===== src/rtl/systolic_2x2_ctrl_if.sv =====
// Host register bus of the 2x2 systolic sequencer.
// master = host side, slave = sequencer side.
interface systolic_2x2_ctrl_if #(
   parameter int WIDTH = 8
);
   logic                 load_en;
   logic [2:0]           load_sel;
   logic [WIDTH-1:0]     load_data;
   logic                 start;
   logic                 busy;
   logic                 done;
   logic [2*WIDTH-1:0]   res_c00;
   logic [2*WIDTH-1:0]   res_c01;
   logic [2*WIDTH-1:0]   res_c10;
   logic [2*WIDTH-1:0]   res_c11;
   logic [15:0]          op_count;

   modport master (
      output load_en, load_sel, load_data, start,
      input  busy, done,
      input  res_c00, res_c01, res_c10, res_c11,
      input  op_count
   );

   modport slave (
      input  load_en, load_sel, load_data, start,
      output busy, done,
      output res_c00, res_c01, res_c10, res_c11,
      output op_count
   );
endinterface


===== src/rtl/systolic_2x2_ctrl.sv =====
// Clear/skew-feed/drain/capture sequencer for a 2x2 systolic array.
// SYSTOLIC_CTRL_PERFCNT_EN builds the completed-run counter on op_count.
module systolic_2x2_ctrl #(
   parameter int WIDTH = 8,
   parameter int DRAIN = 3
) (
   input  logic                clk,
   input  logic                rst,
   systolic_2x2_ctrl_if.slave  host,
   output logic                arr_clear,
   output logic [WIDTH-1:0]    arr_a0,
   output logic [WIDTH-1:0]    arr_a1,
   output logic [WIDTH-1:0]    arr_b0,
   output logic [WIDTH-1:0]    arr_b1,
   input  logic [2*WIDTH-1:0]  arr_c00,
   input  logic [2*WIDTH-1:0]  arr_c01,
   input  logic [2*WIDTH-1:0]  arr_c10,
   input  logic [2*WIDTH-1:0]  arr_c11
);
   localparam int RW = 2 * WIDTH;
   localparam logic [3:0] DRAIN_LAST = 4'(DRAIN - 1);

   typedef enum logic [2:0] {
      S_IDLE,
      S_CLEAR,
      S_FEED,
      S_DRAIN,
      S_CAPTURE
   } state_e;

   state_e                    state_q, state_d;
   logic [3:0]                cnt_q, cnt_d;
   logic [3:0][WIDTH-1:0]     a_q, a_d;
   logic [3:0][WIDTH-1:0]     b_q, b_d;
   logic                      busy_q, busy_d;
   logic                      done_q, done_d;
   logic                      clear_q, clear_d;
   logic [WIDTH-1:0]          a0_q, a0_d;
   logic [WIDTH-1:0]          a1_q, a1_d;
   logic [WIDTH-1:0]          b0_q, b0_d;
   logic [WIDTH-1:0]          b1_q, b1_d;
   logic [RW-1:0]             c00_q, c00_d;
   logic [RW-1:0]             c01_q, c01_d;
   logic [RW-1:0]             c10_q, c10_d;
   logic [RW-1:0]             c11_q, c11_d;

   // Edge data is computed one cycle early so every arr_* output is a flop.
   always_comb begin
      state_d = state_q;
      cnt_d   = cnt_q;
      a_d     = a_q;
      b_d     = b_q;
      done_d  = 1'b0;
      clear_d = 1'b0;
      a0_d    = '0;
      a1_d    = '0;
      b0_d    = '0;
      b1_d    = '0;
      c00_d   = c00_q;
      c01_d   = c01_q;
      c10_d   = c10_q;
      c11_d   = c11_q;
      unique case (state_q)
         S_IDLE: begin
            if (host.load_en) begin
               if (host.load_sel[2]) begin
                  b_d[host.load_sel[1:0]] = host.load_data;
               end else begin
                  a_d[host.load_sel[1:0]] = host.load_data;
               end
            end
            if (host.start) begin
               state_d = S_CLEAR;
               clear_d = 1'b1;
            end
         end
         S_CLEAR: begin
            state_d = S_FEED;
            cnt_d   = '0;
            a0_d    = a_d[0];
            b0_d    = b_d[0];
         end
         S_FEED: begin
            cnt_d = cnt_q + 4'd1;
            case (cnt_q[1:0])
               2'd0: begin
                  a0_d = a_q[1];
                  a1_d = a_q[2];
                  b0_d = b_q[2];
                  b1_d = b_q[1];
               end
               2'd1: begin
                  a1_d = a_q[3];
                  b1_d = b_q[3];
               end
               default: begin
                  state_d = S_DRAIN;
                  cnt_d   = '0;
               end
            endcase
         end
         S_DRAIN: begin
            if (cnt_q == DRAIN_LAST) begin
               state_d = S_CAPTURE;
               cnt_d   = '0;
            end else begin
               cnt_d = cnt_q + 4'd1;
            end
         end
         S_CAPTURE: begin
            state_d = S_IDLE;
            done_d  = 1'b1;
            c00_d   = arr_c00;
            c01_d   = arr_c01;
            c10_d   = arr_c10;
            c11_d   = arr_c11;
         end
         default: begin
            state_d = S_IDLE;
         end
      endcase
      busy_d = (state_d != S_IDLE);
   end

   always_ff @(posedge clk or negedge rst) begin
      if (!rst) begin
         state_q <= S_IDLE;
         cnt_q   <= '0;
         a_q     <= '0;
         b_q     <= '0;
         busy_q  <= 1'b0;
         done_q  <= 1'b0;
         clear_q <= 1'b0;
         a0_q    <= '0;
         a1_q    <= '0;
         b0_q    <= '0;
         b1_q    <= '0;
         c00_q   <= '0;
         c01_q   <= '0;
         c10_q   <= '0;
         c11_q   <= '0;
      end else begin
         state_q <= state_d;
         cnt_q   <= cnt_d;
         a_q     <= a_d;
         b_q     <= b_d;
         busy_q  <= busy_d;
         done_q  <= done_d;
         clear_q <= clear_d;
         a0_q    <= a0_d;
         a1_q    <= a1_d;
         b0_q    <= b0_d;
         b1_q    <= b1_d;
         c00_q   <= c00_d;
         c01_q   <= c01_d;
         c10_q   <= c10_d;
         c11_q   <= c11_d;
      end
   end

`ifdef SYSTOLIC_CTRL_PERFCNT_EN
   logic [15:0] op_count_q, op_count_d;

   always_comb begin
      op_count_d = op_count_q + 16'(done_d);
   end

   always_ff @(posedge clk or negedge rst) begin
      if (!rst) begin
         op_count_q <= '0;
      end else begin
         op_count_q <= op_count_d;
      end
   end

   assign host.op_count = op_count_q;
`else
   assign host.op_count = '0;
`endif

   assign host.busy    = busy_q;
   assign host.done    = done_q;
   assign host.res_c00 = c00_q;
   assign host.res_c01 = c01_q;
   assign host.res_c10 = c10_q;
   assign host.res_c11 = c11_q;
   assign arr_clear    = clear_q;
   assign arr_a0       = a0_q;
   assign arr_a1       = a1_q;
   assign arr_b0       = b0_q;
   assign arr_b1       = b1_q;
endmodule


===== src/flat_wrapper.sv =====
// flat-port wrapper written by rule: the top's interface ports become plain ports
module systolic_2x2_ctrl_flat 
#(
   parameter int WIDTH = 8,
   parameter int DRAIN = 3
)
  (clk, rst, arr_clear, arr_a0, arr_a1, arr_b0, arr_b1, arr_c00, arr_c01, arr_c10, arr_c11, host_load_en, host_load_sel, host_load_data, host_start, host_busy, host_done, host_res_c00, host_res_c01, host_res_c10, host_res_c11, host_op_count);
  systolic_2x2_ctrl_if #(.WIDTH(WIDTH)) host_i ();
  input  logic clk;
  input  logic rst;
  output logic arr_clear;
  output logic [WIDTH-1:0] arr_a0;
  output logic [WIDTH-1:0] arr_a1;
  output logic [WIDTH-1:0] arr_b0;
  output logic [WIDTH-1:0] arr_b1;
  input  logic [2*WIDTH-1:0] arr_c00;
  input  logic [2*WIDTH-1:0] arr_c01;
  input  logic [2*WIDTH-1:0] arr_c10;
  input  logic [2*WIDTH-1:0] arr_c11;
  input wire logic [$bits(host_i.load_en)-1:0] host_load_en;
  input wire logic [$bits(host_i.load_sel)-1:0] host_load_sel;
  input wire logic [$bits(host_i.load_data)-1:0] host_load_data;
  input wire logic [$bits(host_i.start)-1:0] host_start;
  output wire logic [$bits(host_i.busy)-1:0] host_busy;
  output wire logic [$bits(host_i.done)-1:0] host_done;
  output wire logic [$bits(host_i.res_c00)-1:0] host_res_c00;
  output wire logic [$bits(host_i.res_c01)-1:0] host_res_c01;
  output wire logic [$bits(host_i.res_c10)-1:0] host_res_c10;
  output wire logic [$bits(host_i.res_c11)-1:0] host_res_c11;
  output wire logic [$bits(host_i.op_count)-1:0] host_op_count;
  assign host_i.load_en = host_load_en;
  assign host_i.load_sel = host_load_sel;
  assign host_i.load_data = host_load_data;
  assign host_i.start = host_start;
  assign host_busy = host_i.busy;
  assign host_done = host_i.done;
  assign host_res_c00 = host_i.res_c00;
  assign host_res_c01 = host_i.res_c01;
  assign host_res_c10 = host_i.res_c10;
  assign host_res_c11 = host_i.res_c11;
  assign host_op_count = host_i.op_count;
  systolic_2x2_ctrl #(.WIDTH(WIDTH), .DRAIN(DRAIN)) u_core (.clk(clk), .rst(rst), .host(host_i), .arr_clear(arr_clear), .arr_a0(arr_a0), .arr_a1(arr_a1), .arr_b0(arr_b0), .arr_b1(arr_b1), .arr_c00(arr_c00), .arr_c01(arr_c01), .arr_c10(arr_c10), .arr_c11(arr_c11));
endmodule

===== config.mk =====
export PLATFORM = sky130hd
export DESIGN_NAME = systolic_2x2_ctrl_flat
export DESIGN_NICKNAME = d
export VERILOG_FILES = /design/src/rtl/systolic_2x2_ctrl_if.sv /design/src/rtl/systolic_2x2_ctrl.sv /design/src/flat_wrapper.sv
export SDC_FILE = /design/constraint.sdc
export NUM_CORES = 1
export LEC_CHECK = 0
export CORE_MARGIN = 3
export CORE_UTILIZATION = 47
export DETAILED_ROUTE_END_ITERATION = 16
export PLACE_DENSITY = 0.79
export SETUP_SLACK_MARGIN = 0.5
export SYNTH_ARGS = -nofsm -noshare
export SYNTH_HDL_FRONTEND = slang
export SYNTH_SLANG_ARGS = --single-unit

===== constraint.sdc =====
create_clock -name clk -period 2.5 [get_ports clk]
set_input_delay 0.75 -clock clk [delete_from_list [all_inputs] [get_ports clk]]
set_output_delay 0.75 -clock clk [all_outputs]
set_load 0.05 [all_outputs]

; ---- Yosys cells after proc, flatten, opt, wreduce, memory -nomap -nowiden
; Cells that the tools add are included.
[classes]
addsub = 1
order_cmp = 2
eq_ne = 6
muxes = 22
bitwise_logic = 1
reduce_logical = 8
[op_table]
columns = operator, count
row1 = 32-bit bitwise mux, 2
row2 = 8-bit case mux with 2 select lines, 4
row3 = 8-bit two-way mux, 5
row4 = 8-bit demux with 2-bit select, 1
row5 = 3-bit case mux with 4 select lines, 1
row6 = 4-bit case mux with 3 select lines, 1
row7 = 3-bit two-way mux, 3
row8 = 4-bit two-way mux, 2
row9 = "3-bit by 2-bit equality test with 1-bit output, second input constant", 2
row10 = 3-bit AND reduction, 2
row11 = 3-bit nonzero test, 2
row12 = "4-bit by 1-bit adder with 4-bit output, second input constant", 1
row13 = "4-bit by 2-bit equality test with 1-bit output, second input constant", 1
row14 = "3-bit by 1-bit equality test with 1-bit output, second input constant", 1
row15 = "3-bit equality test, second input constant", 1
row16 = 3-bit logical NOT, 1
row17 = "2-bit by 3-bit < comparator with 1-bit output, second input constant", 1
row18 = 1-bit two-way mux, 3
row19 = "2-bit by 1-bit equality test with 1-bit output, second input constant", 1
row20 = "2-bit by 1-bit greater-or-equal comparator with 1-bit output, second input constant", 1
row21 = 2-bit logical NOT, 1
row22 = 2-bit OR reduction, 1
row23 = 1-bit logical AND, 1
row24 = 1-bit inverter, 1
[word_totals]
regBits = 170
output_inout_bits = 115

; ---- Logic depth before layout (Yosys ltp)
[logic_depth]
depth_word = 5
ltp_mapped = 6
depth_no_buf = 3

; ---- Least setup slack after synthesis
; No wires, ideal clock.
[synth_timing]
path_type = input-to-reg
from = input port host_load_en
to = register u_core.a_q[10] (netlist bit)
setup_ns = 0.125
arrival_time_ns = 2.280
required_time_ns = 2.375
path_slack_ns = 0.095
path_stages = 5
cell_sequence = or4b_1 -> buf_2 -> or4b_4 -> buf_6 -> mux2_4
[synth_via]
elab_chain_cells = 1
[synth_rtl]
columns = item, line
row1 = "start, declared", flat_wrapper.sv:20  ; input wire logic [$bits(host_i.load_en)-1:0] host_load_en;
row2 = 3-bit AND reduction (no source line), -
row3 = "end signal, assigned", systolic_2x2_ctrl.sv:129  ; a_q <= '0;
row4 = "end signal, assigned", systolic_2x2_ctrl.sv:145  ; a_q <= a_d;
row5 = "end, declared", systolic_2x2_ctrl.sv:33  ; logic [3:0][WIDTH-1:0] a_q, a_d;
; No other way between the ends.
; A chain may end at the register's enable or synchronous reset.

; ---- Worst setup path in the final report
[layout_timing]
from = register u_core.state_q[1]
to = register u_core.a_q[14] (netlist bit)
[layout_via]
elab_chain_cells = 2
[layout_rtl]
columns = item, line
row1 = "start, declared", systolic_2x2_ctrl.sv:31  ; state_e state_q, state_d;
row2 = "start signal, assigned", systolic_2x2_ctrl.sv:143  ; state_q <= state_d;
row3 = 3-bit logical NOT, systolic_2x2_ctrl.sv:63  ; unique case (state_q)
row4 = 3-bit AND reduction (no source line), -
; No other way between the ends.

==> metrics <==
clk slew on worst S/H paths=0.06 ns; clock skew=between 0.003 and 0.004 ns; Ports=194; YS warnings=0; Max Cap Viol=0; initial antenna violation count=0; Fmax=484.7 MHz; # port buffers=177; Max Buffers Root-to-Sink=2; Area growth, synth to finish=43.54%; CTS tree=built; layout cell share with drive strength beyond 1=0.4671; Worst R2R Setup Slack=0.44 ns; DR vias=4109; max-slew violations=0; DP Area=0.008662 mm^2; first-pass GRT wire length=23200 um; most frequent cell after synthesis=dfrtp_1; Startpoint Class=flop; Placer Congestion=0.7872; largest net degree at the start of global routing=66; DRC viols=0; GRT Overall Usage=0.2001; DRT iter0 DRCs=between 200 and 250; asr flop ratio synth=1.000; status=completed; Seq/Total Area, Yosys=0.6487; vias in the first global route=4311; CTS buffer count=17; # hold bufs at CTS=0; HPWL Detailed=between 10000 and 15000 um; Final ANT Viol Nets=0; row cnt=42; syn_area_per_cell=15.69 um^2; Worst Tran Pin Value=0.5501 ns; Initial Util=0.4874; Worst Setup End Kind=flop; worst min-delay path category=input port to asynchronous set/reset pin; Synth area leader=dfrtp_1; most instantiated cells after synthesis=dfrtp_1 (170), mux2_2 (120), a22o_1 (33); RSZ-0062 raised after global routing=true; Skew-Pair Late Insertion Delay=0.41 ns; Peak VDD IR=607.4 uV; Synth top area share=0.6487; CP arrival=between 2 and 2.5 ns; core outline area=0.01345 mm^2; Mapped Area=0.006558 mm^2; Rel. slew slack=0.6281; Pre-antenna DRT Iters=4; Tmin final=roughly 2.1 ns; die height=124.1 um; EDFF count, synth=0; WL per Instance=~19 um; Routed Wire Length=roughly 15000 um; Power Total=0.01272 W; setup violators final=0; die area=about 0.015 mm^2; Critical Path RT=about 2.8 ns; fillcell total=~900; Pleak=~4.2 nW; post-synthesis register bit count=170; commonest register cell after synthesis=dfrtp_1; Layout Nets=692; Gate Count Post-Synth=418; number of diodes=0; Root Driver=clkbuf_16; synth top area cells=dfrtp_1 (65%), mux2_2 (21%), a22o_1 (4.4%); Hold Fails Final Rpt=0; Sum Neg Setup Slack=0 ns; Congestion Overflow GR=0; Design Area, Final=0.009413 mm^2; Worst Setup Path Type=flop to flop; clk sinks=170; Power per Cell Area=1352 mW/mm^2; H-Tree Depth=4; Unique masters post-synth=37; routed vias/inst=~5.1; Die W=124.1 um; Final period util=0.8252; critical path peak fanout=8
[logic make-up (layout without fill, tap and decap cells)]
kind of cell	Yosys count	count (layout)	share of synthesized area
flip-flops	170	170	0.6487
buffers and inverters	39	229	0.03358
multiplexers	128	128	0.2244
AO/OA/AOI/OAI	45	45	0.05591
other	1	16	0.0005719
AND/OR/NAND/NOR	35	35	0.03682
[routing by layer]
metal | vias to the layer above | GRT usage | wire, um
met5 | - | 0 | 0
met4 | 0 | 0.06639 | 232
met3 | 16 | 0.05995 | 1270
met2 | 144 | 0.3328 | 7533
met1 | 2078 | 0.2512 | 6238
li1 | 1871 | - | -
[report_power, final]
part	total, W	internal (W)	switching (W)
clock	0.00265	0.00166	0.000993
combinational	0.00559	0.00205	0.00354
sequential	0.00448	0.00386	0.000617
total	0.0127	0.00757	0.00515
[state kept, by name, summed over array words and instances, names as in the netlist, 3 cells and up]
name and flops:
u_core.b_q 32, u_core.a_q 32, u_core.host.res_c11 16, u_core.host.res_c01 16
u_core.arr_b1 8, u_core.host.res_c00 16, u_core.state_q 3, u_core.cnt_q 4
u_core.host.res_c10 16, u_core.arr_b0 8, u_core.arr_a1 8, u_core.arr_a0 8
[through the flow]
stage	hold slack (ns)	instances	util	setup WS, ns
finish	0.2891	799	0.6997	0.4371
global route	0.3013	799	0.6997	0.4036
CTS	0.2916	798	0.6988	0.4323
detailed placement	0.4801	769	0.6439	-0.2860
global placement	0.4791	769	0.6439	-0.2672
floorplan	0.4544	433	-	0.1221
[layout by cell type, fill, tap and decap left out, types with 2 or more instances in the layout]
cell             count
clkdlybuf4s50_1     74
clkbuf_16           17
buf_4               16
clkdlybuf4s15_2     98
buf_12               3
mux2_4              23
or4b_4               3
dfrtp_1            170
nor2b_1              3
bufinv_16            3
buf_6                5
a21oi_1              2
clkinv_2             4
mux2_2             105
clkbuf_8             4
nand2_1              3
nor2_1               6
or4_1                2
nand3_1              3
o21ai_0              3
nand2b_1             2
conb_1              16
dlymetal6s2s_1       2
o21bai_1             2
a22o_1              33
[layout make-up]
| cell class | instances | area, um^2 | share of cell area |
|---|---|---|---|
| flip-flops and latches | 170 | 4254 | 0.4519 |
| multi-input cells | 224 | 2223 | 0.2362 |
| repair buffers | 200 | 2116 | 0.2248 |
| clock buffers | 21 | 480.5 | 0.05104 |
| well taps | 176 | 220.2 | 0.02339 |
| clock inverters | 8 | 118.9 | 0.01263 |
[worst paths after layout]
| kind | to | start | cells past startpoint |
|---|---|---|---|
| max | u_core.a_q[14] | u_core.state_q[1] | 3 |
| min | u_core.arr_b1[3] | rst | 1 |
| max reg2reg | u_core.a_q[14] | u_core.state_q[1] | 3 |
| min reg2reg | u_core.arr_a1[1] | u_core.a_q[25] | 1 |
| max in group asynchronous | u_core.host.res_c11[8] | rst | 2 |
| min in group clk | u_core.arr_a1[1] | u_core.a_q[25] | 1 |
[critical path, stage by stage (launching register included)]
cell     delay (ns)
dfrtp_1        0.39
or4b_4         0.60
or4b_4         0.62
mux2_4         0.34
[timing repair]
action | in CTS | in global routing
pin swaps | 3 | 3
setup endpoints to repair | 163 | 42
gates resized for setup | 305 | 4
buffers inserted | 0 | 1
No activity file was read; power rests on OpenSTA's default activity.
